--- config.mk ---
export PLATFORM = sky130hd
export DESIGN_NAME = fir_datapath_flat
export DESIGN_NICKNAME = d
export VERILOG_FILES = /design/src/rtl/fir_datapath_if.sv /design/src/rtl/fir_datapath.sv /design/src/flat_wrapper.sv
export SDC_FILE = /design/constraint.sdc
export NUM_CORES = 1
export LEC_CHECK = 0
export ABC_AREA = 1
export BUFFER_PORTS_ARGS = -buffer_cell sky130_fd_sc_hd__buf_2
export CAP_MARGIN = 20
export CORE_UTILIZATION = 66
export CTS_BUF_LIST = sky130_fd_sc_hd__clkbuf_8
export DETAILED_ROUTE_END_ITERATION = 6
export PLACE_DENSITY = 0.82
export SYNTH_ARGS = -nofsm -noshare
export SYNTH_HDL_FRONTEND = slang
export SYNTH_SLANG_ARGS = --single-unit
--- constraint.sdc ---
create_clock -name clk -period 10.34 [get_ports clk]
set_input_delay 2.068 -clock clk [delete_from_list [all_inputs] [get_ports clk]]
set_output_delay 2.068 -clock clk [all_outputs]
set_load 0.005 [all_outputs]
--- src/rtl/fir_datapath_if.sv ---
// -----------------------------------------------------------------------------
// fir_datapath_if
//   Micro-operation bus between the FIR filter controller and the register
//   file / ALU datapath.
//
//   op          controller -> datapath  opcode (NOP/COPY/LOAD1/LOAD2/ADD/SUB/MUL)
//   src1, src2  controller -> datapath  operand register indices
//   dest        controller -> datapath  destination register index
//   ext_data1   controller -> datapath  incoming sample (LOAD1)
//   ext_data2   controller -> datapath  incoming coefficient (LOAD2)
//   outreg_data datapath -> controller  current contents of R0 (filter output)
//   overflow    datapath -> controller  registered overflow of the last op
// -----------------------------------------------------------------------------
interface fir_datapath_if #(
  parameter int DATA_W = 16
);
  logic [2:0]        op;
  logic [3:0]        src1;
  logic [3:0]        src2;
  logic [3:0]        dest;
  logic [DATA_W-1:0] ext_data1;
  logic [DATA_W-1:0] ext_data2;
  logic [DATA_W-1:0] outreg_data;
  logic              overflow;

  modport master (
    output op, src1, src2, dest, ext_data1, ext_data2,
    input  outreg_data, overflow
  );

  modport slave (
    input  op, src1, src2, dest, ext_data1, ext_data2,
    output outreg_data, overflow
  );
endinterface

--- src/rtl/fir_datapath.sv ---
// -----------------------------------------------------------------------------
// fir_datapath
//   Register-file / ALU datapath of the FIR filter engine. Executes one
//   micro-operation per clock on a 16 x DATA_W unsigned register file and
//   reports a registered overflow flag (carry, borrow or product high half).
//
//   clk   system clock, all state updates on the rising edge
//   rst   synchronous active-high reset: clears every register and overflow
//   bus   fir_datapath_if.slave: op/src1/src2/dest/ext_data1/ext_data2 in,
//         outreg_data (= R0) and overflow out
// -----------------------------------------------------------------------------
module fir_datapath #(
  parameter int DATA_W = 16
) (
  input  logic           clk,
  input  logic           rst,
  fir_datapath_if.slave  bus
);

  typedef enum logic [2:0] {
    OP_NOP   = 3'b000,
    OP_COPY  = 3'b001,
    OP_LOAD1 = 3'b010,
    OP_LOAD2 = 3'b011,
    OP_ADD   = 3'b100,
    OP_SUB   = 3'b101,
    OP_MUL   = 3'b110,
    OP_RSVD  = 3'b111
  } op_e;

  op_e                 op;
  logic [DATA_W-1:0]   regs [16];
  logic [DATA_W-1:0]   opa;
  logic [DATA_W-1:0]   opb;
  logic [DATA_W:0]     sum;
  logic [DATA_W:0]     diff;
  logic [2*DATA_W-1:0] prod;
  logic [DATA_W-1:0]   result;
  logic                wr_en;
  logic                ovf;
  logic                overflow_q;

  assign op = op_e'(bus.op);

  // Operands come straight from the pre-edge register contents, so aliased
  // src/dest (e.g. ADD R3,R3->R3) naturally uses the old value.
  assign opa = regs[bus.src1];
  assign opb = regs[bus.src2];

  // One extra bit captures carry (ADD) and borrow (SUB: top bit set iff A < B).
  assign sum  = {1'b0, opa} + {1'b0, opb};
  assign diff = {1'b0, opa} - {1'b0, opb};
  assign prod = {{DATA_W{1'b0}}, opa} * {{DATA_W{1'b0}}, opb};

  always_comb begin
    // NOTE: every output of this block gets a default first so no path can
    // leave one unassigned and infer a latch.
    wr_en  = 1'b0;
    result = '0;
    ovf    = 1'b0;
    case (op)
      OP_COPY:  begin wr_en = 1'b1; result = opa;           end
      OP_LOAD1: begin wr_en = 1'b1; result = bus.ext_data1; end
      OP_LOAD2: begin wr_en = 1'b1; result = bus.ext_data2; end
      OP_ADD: begin
        wr_en  = 1'b1;
        result = sum[DATA_W-1:0];
        ovf    = sum[DATA_W];
      end
      OP_SUB: begin
        wr_en  = 1'b1;
        result = diff[DATA_W-1:0];
        ovf    = diff[DATA_W];
      end
      OP_MUL: begin
        wr_en  = 1'b1;
        result = prod[DATA_W-1:0];
        ovf    = |prod[2*DATA_W-1:DATA_W];
      end
      default: ; // NOP and reserved opcode: no write, overflow cleared
    endcase
  end

  // NOTE: non-blocking assignments here so every flop samples pre-edge values,
  // which is what makes a same-cycle read of the destination see the old data.
  always_ff @(posedge clk) begin
    if (rst) begin
      // NOTE: the register file is built from flops and must read as zero
      // after reset, so it is cleared explicitly rather than left to power-up.
      for (int i = 0; i < 16; i++) regs[i] <= '0;
      overflow_q <= 1'b0;
    end else begin
      overflow_q <= ovf;
      if (wr_en) regs[bus.dest] <= result;
    end
  end

  assign bus.outreg_data = regs[0];
  assign bus.overflow    = overflow_q;

endmodule

--- src/flat_wrapper.sv ---
// flat-port wrapper written by rule: the top's interface ports become plain ports
module fir_datapath_flat 
#(
  parameter int DATA_W = 16
)
  (clk, rst, bus_op, bus_src1, bus_src2, bus_dest, bus_ext_data1, bus_ext_data2, bus_outreg_data, bus_overflow);
  fir_datapath_if #(.DATA_W(DATA_W)) bus_i ();
  input  logic clk;
  input  logic rst;
  input wire logic [$bits(bus_i.op)-1:0] bus_op;
  input wire logic [$bits(bus_i.src1)-1:0] bus_src1;
  input wire logic [$bits(bus_i.src2)-1:0] bus_src2;
  input wire logic [$bits(bus_i.dest)-1:0] bus_dest;
  input wire logic [$bits(bus_i.ext_data1)-1:0] bus_ext_data1;
  input wire logic [$bits(bus_i.ext_data2)-1:0] bus_ext_data2;
  output wire logic [$bits(bus_i.outreg_data)-1:0] bus_outreg_data;
  output wire logic [$bits(bus_i.overflow)-1:0] bus_overflow;
  assign bus_i.op = bus_op;
  assign bus_i.src1 = bus_src1;
  assign bus_i.src2 = bus_src2;
  assign bus_i.dest = bus_dest;
  assign bus_i.ext_data1 = bus_ext_data1;
  assign bus_i.ext_data2 = bus_ext_data2;
  assign bus_outreg_data = bus_i.outreg_data;
  assign bus_overflow = bus_i.overflow;
  fir_datapath #(.DATA_W(DATA_W)) u_core (.clk(clk), .rst(rst), .bus(bus_i));
endmodule
==> qor.yml <==
floorplan:
  core-area_um2: 38600
  io-pin-count: 66
  num_rows: 72
  die_width_um: 200
  die_area_um2: 39900
  start_util: 0.668
  die_y_um: 200
cts:
  cts-root-buf: "clkbuf_8"
  h-tree-depth: 2
  cts_tree: "built"
  clkTransAtPathRegs_ps: 70
  numCtsBuffers: 39
  worstSkewPairLatency_ps: 600
  cts.sinks: 257
  cts_resized: 0
  postCtsHoldBufs: 0
  clockBufferDepth: 3
  postCtsSetupBuffers: 0
pwr:
  total_power_mw: 9.46
  p_int_mw: 4.00
  p_comb_frac: 0.790
  clkPwrFrac: 0.082
  leakage_nw: 13.8
  power_density_nw_per_um2: 348
  p_sw_frac: 0.577
  seqPwrFrac: 0.129
  irDropWorstVdd_v: 0.000451
  switchingPower_mw: 5.46
grt:
  antenna_found_initial: 1
  grt_max_degree: 106
  grt_pass1_wl_mm: 129
  grt_util_all_layers: 0.431
  overflow: 0
  grt_pass1_vias: 23260
routing:
  postRouteAntennaNets: 0
  dr.pass1.iters: 6
  finalWirelength_mm: 84.3
  drc: 0
  drt_iter0_drc: 3271
  wl_per_cell_um: 21.4
  vias: 24312
  via_per_inst: 6.17
yosys:
  ys.warnings.count: 0
  synth_area_um2: 25800
  async_flop_share: 0
  avgSynthCellArea_um2: 7.58
  synth_edf_count: 256
  syn_nets: 3790
  synth_cell_types: 50
  synth_ff_type: "edfxtp_1"
  ys_ff_latch: 257
  synthCells: 3409
  ys_seq_area_frac: 0.298
timing:
  max_slew.worst_pin.slew_ps: 1160
  whs_ps: 1210
  hold_violations: 0
  period_share: 0.923
  finalMaxSlewViolations: 0
  skew_ps: 35.5
  setup_viol: 0
  worst_slack_ps: 794
  max_freq_ghz: 0.105
  slew_headroom: 0.214
  rsz0062_at_grt: "no"
  tns_ps: 0
  min_period_ps: 9550
critical_path:
  crit_start: "bus_src2[1]"
  crit_fanout: 79
  slowest_delay_ps: 730
  worst_setup_path_end_kind: "flip-flop"
  critPathSlowestCell: "fa_1"
  rrSetupSlack_ps: 2680
  critPathRequiredTime_ps: 10670
  r2r_start: "u_core.regs[1][5]"
  cp-start-kind: "input pin"
  setup.worst_path.class: "in -> reg"
  arrival_ps: 9880
place:
  routabilityCongestion: 0.957
  pre_cts_ws_ps: 410
  place_area_um2: 26500
  dpl.cell_count: 3871
  dp_hpwl_mm: 61.8
  port-buffer-count: 65
outcome:
  status: "finished, final reports clean"
hold_path:
  min_from: "u_core.regs[12][4]"
  hold_class: "reg -> reg"
layout:
  regArea_um2: 7710
  final_cell_mix: "nand2_1 (763), inv_1 (755), a21oi_1 (317)"
  final_common_cell: "nand2_1"
  fin_area_um2: 27200
  final_core_util: 0.703
  nFillCells: 3122
  instances_no_fill: 3940
  drive_gt1_frac: 0.0608
  nets: 3776
  syn_to_final_growth_pct: 5.24
  multiInputGateArea_um2: 14500
flow_run:
  maxCapViolCount: 0
[sequential cells by signal (all words and copies together), names as in the netlist]
| signal | flops |
|---|---|
| u_core.bus.overflow | 1 |
| u_core.regs | 256 |
[worst max-delay path: cells and delay by family]
family,cells,cell delay (ps)
fa+ha+maj,7,3590
compound gates,6,1040
buf+inv,5,1180
simple gates,8,1940
[power by group through the flow]
stage | Sequential, mW | Clock [mW] | Combinational (mW)
floorplan | 1.23 | 0 | 5.13
global placement | 1.23 | 0 | 7.00
detailed placement | 1.24 | 0 | 7.15
CTS | 1.22 | 0.766 | 7.20
global route | 1.22 | 0.808 | 8.43
finish | 1.22 | 0.774 | 7.47
[layer usage]
metal | vias to the layer above | routed length, um | global-route usage
met5 | - | 0 | 0
met4 | 0 | 3990 | 0.215
met3 | 320 | 13000 | 0.137
met2 | 1884 | 35300 | 0.613
met1 | 11311 | 32000 | 0.593
li1 | 10797 | - | -
[area by class of cell]
class / count / share of cell area
diodes: 1 / 0.0000921
clock buffers: 39 / 0.0197
clock inverters: 28 / 0.00446
inverters: 746 / 0.103
multi-input cells: 2223 / 0.533
flip-flops and latches: 257 / 0.284
well taps: 518 / 0.0238
repair buffers: 128 / 0.0320
[final timing paths]
| kind | to | depth (start not counted) |
|---|---|---|
| worst max-delay path | u_core.regs[0][15] | 26 |
| worst min-delay path | u_core.regs[4][4] | 6 |
| worst max register to register | u_core.regs[1][13] | 29 |
| worst min register to register | u_core.regs[4][4] | 6 |
[cells in the mapped netlist (4+ instances only)]
library cell	count	area, um2
o21ai_0	224	1120
o21ai_1	4	20.0
a21o_1	6	45.0
edfxtp_1	256	7690
a31oi_1	5	31.3
buf_1	11	41.3
o221ai_1	30	263
nand2_1	763	2860
xnor2_1	4	35.0
ha_1	136	1700
a21oi_1	317	1590
clkbuf_1	73	274
o21bai_1	9	67.6
nor3_1	15	75.1
a22oi_2	4	50.1
or2_2	8	50.1
nor2_1	220	826
inv_1	742	2790
nand3b_1	5	37.5
a22oi_1	4	30.0
fa_1	196	3920
buf_4	7	52.6
a211oi_1	4	30.0
o211ai_1	68	510
nand4_1	11	68.8
nand3_1	155	776
buf_2	91	455
[cell families (layout without fill, tap and decap cells)]
kind of cell             count (synthesis)  in the layout  synth area share
AND/OR/NAND/NOR                       1190           1190             0.187
adder cells (fa/ha/maj)                332            332             0.218
flip-flops                             257            257             0.298
other                                    0              1                 0
AO/OA/AOI/OAI                          694            694             0.154
XOR/XNOR                                 7              7           0.00237
buffers and inverters                  929            941             0.141
No activity file was read; power rests on OpenSTA's default activity.
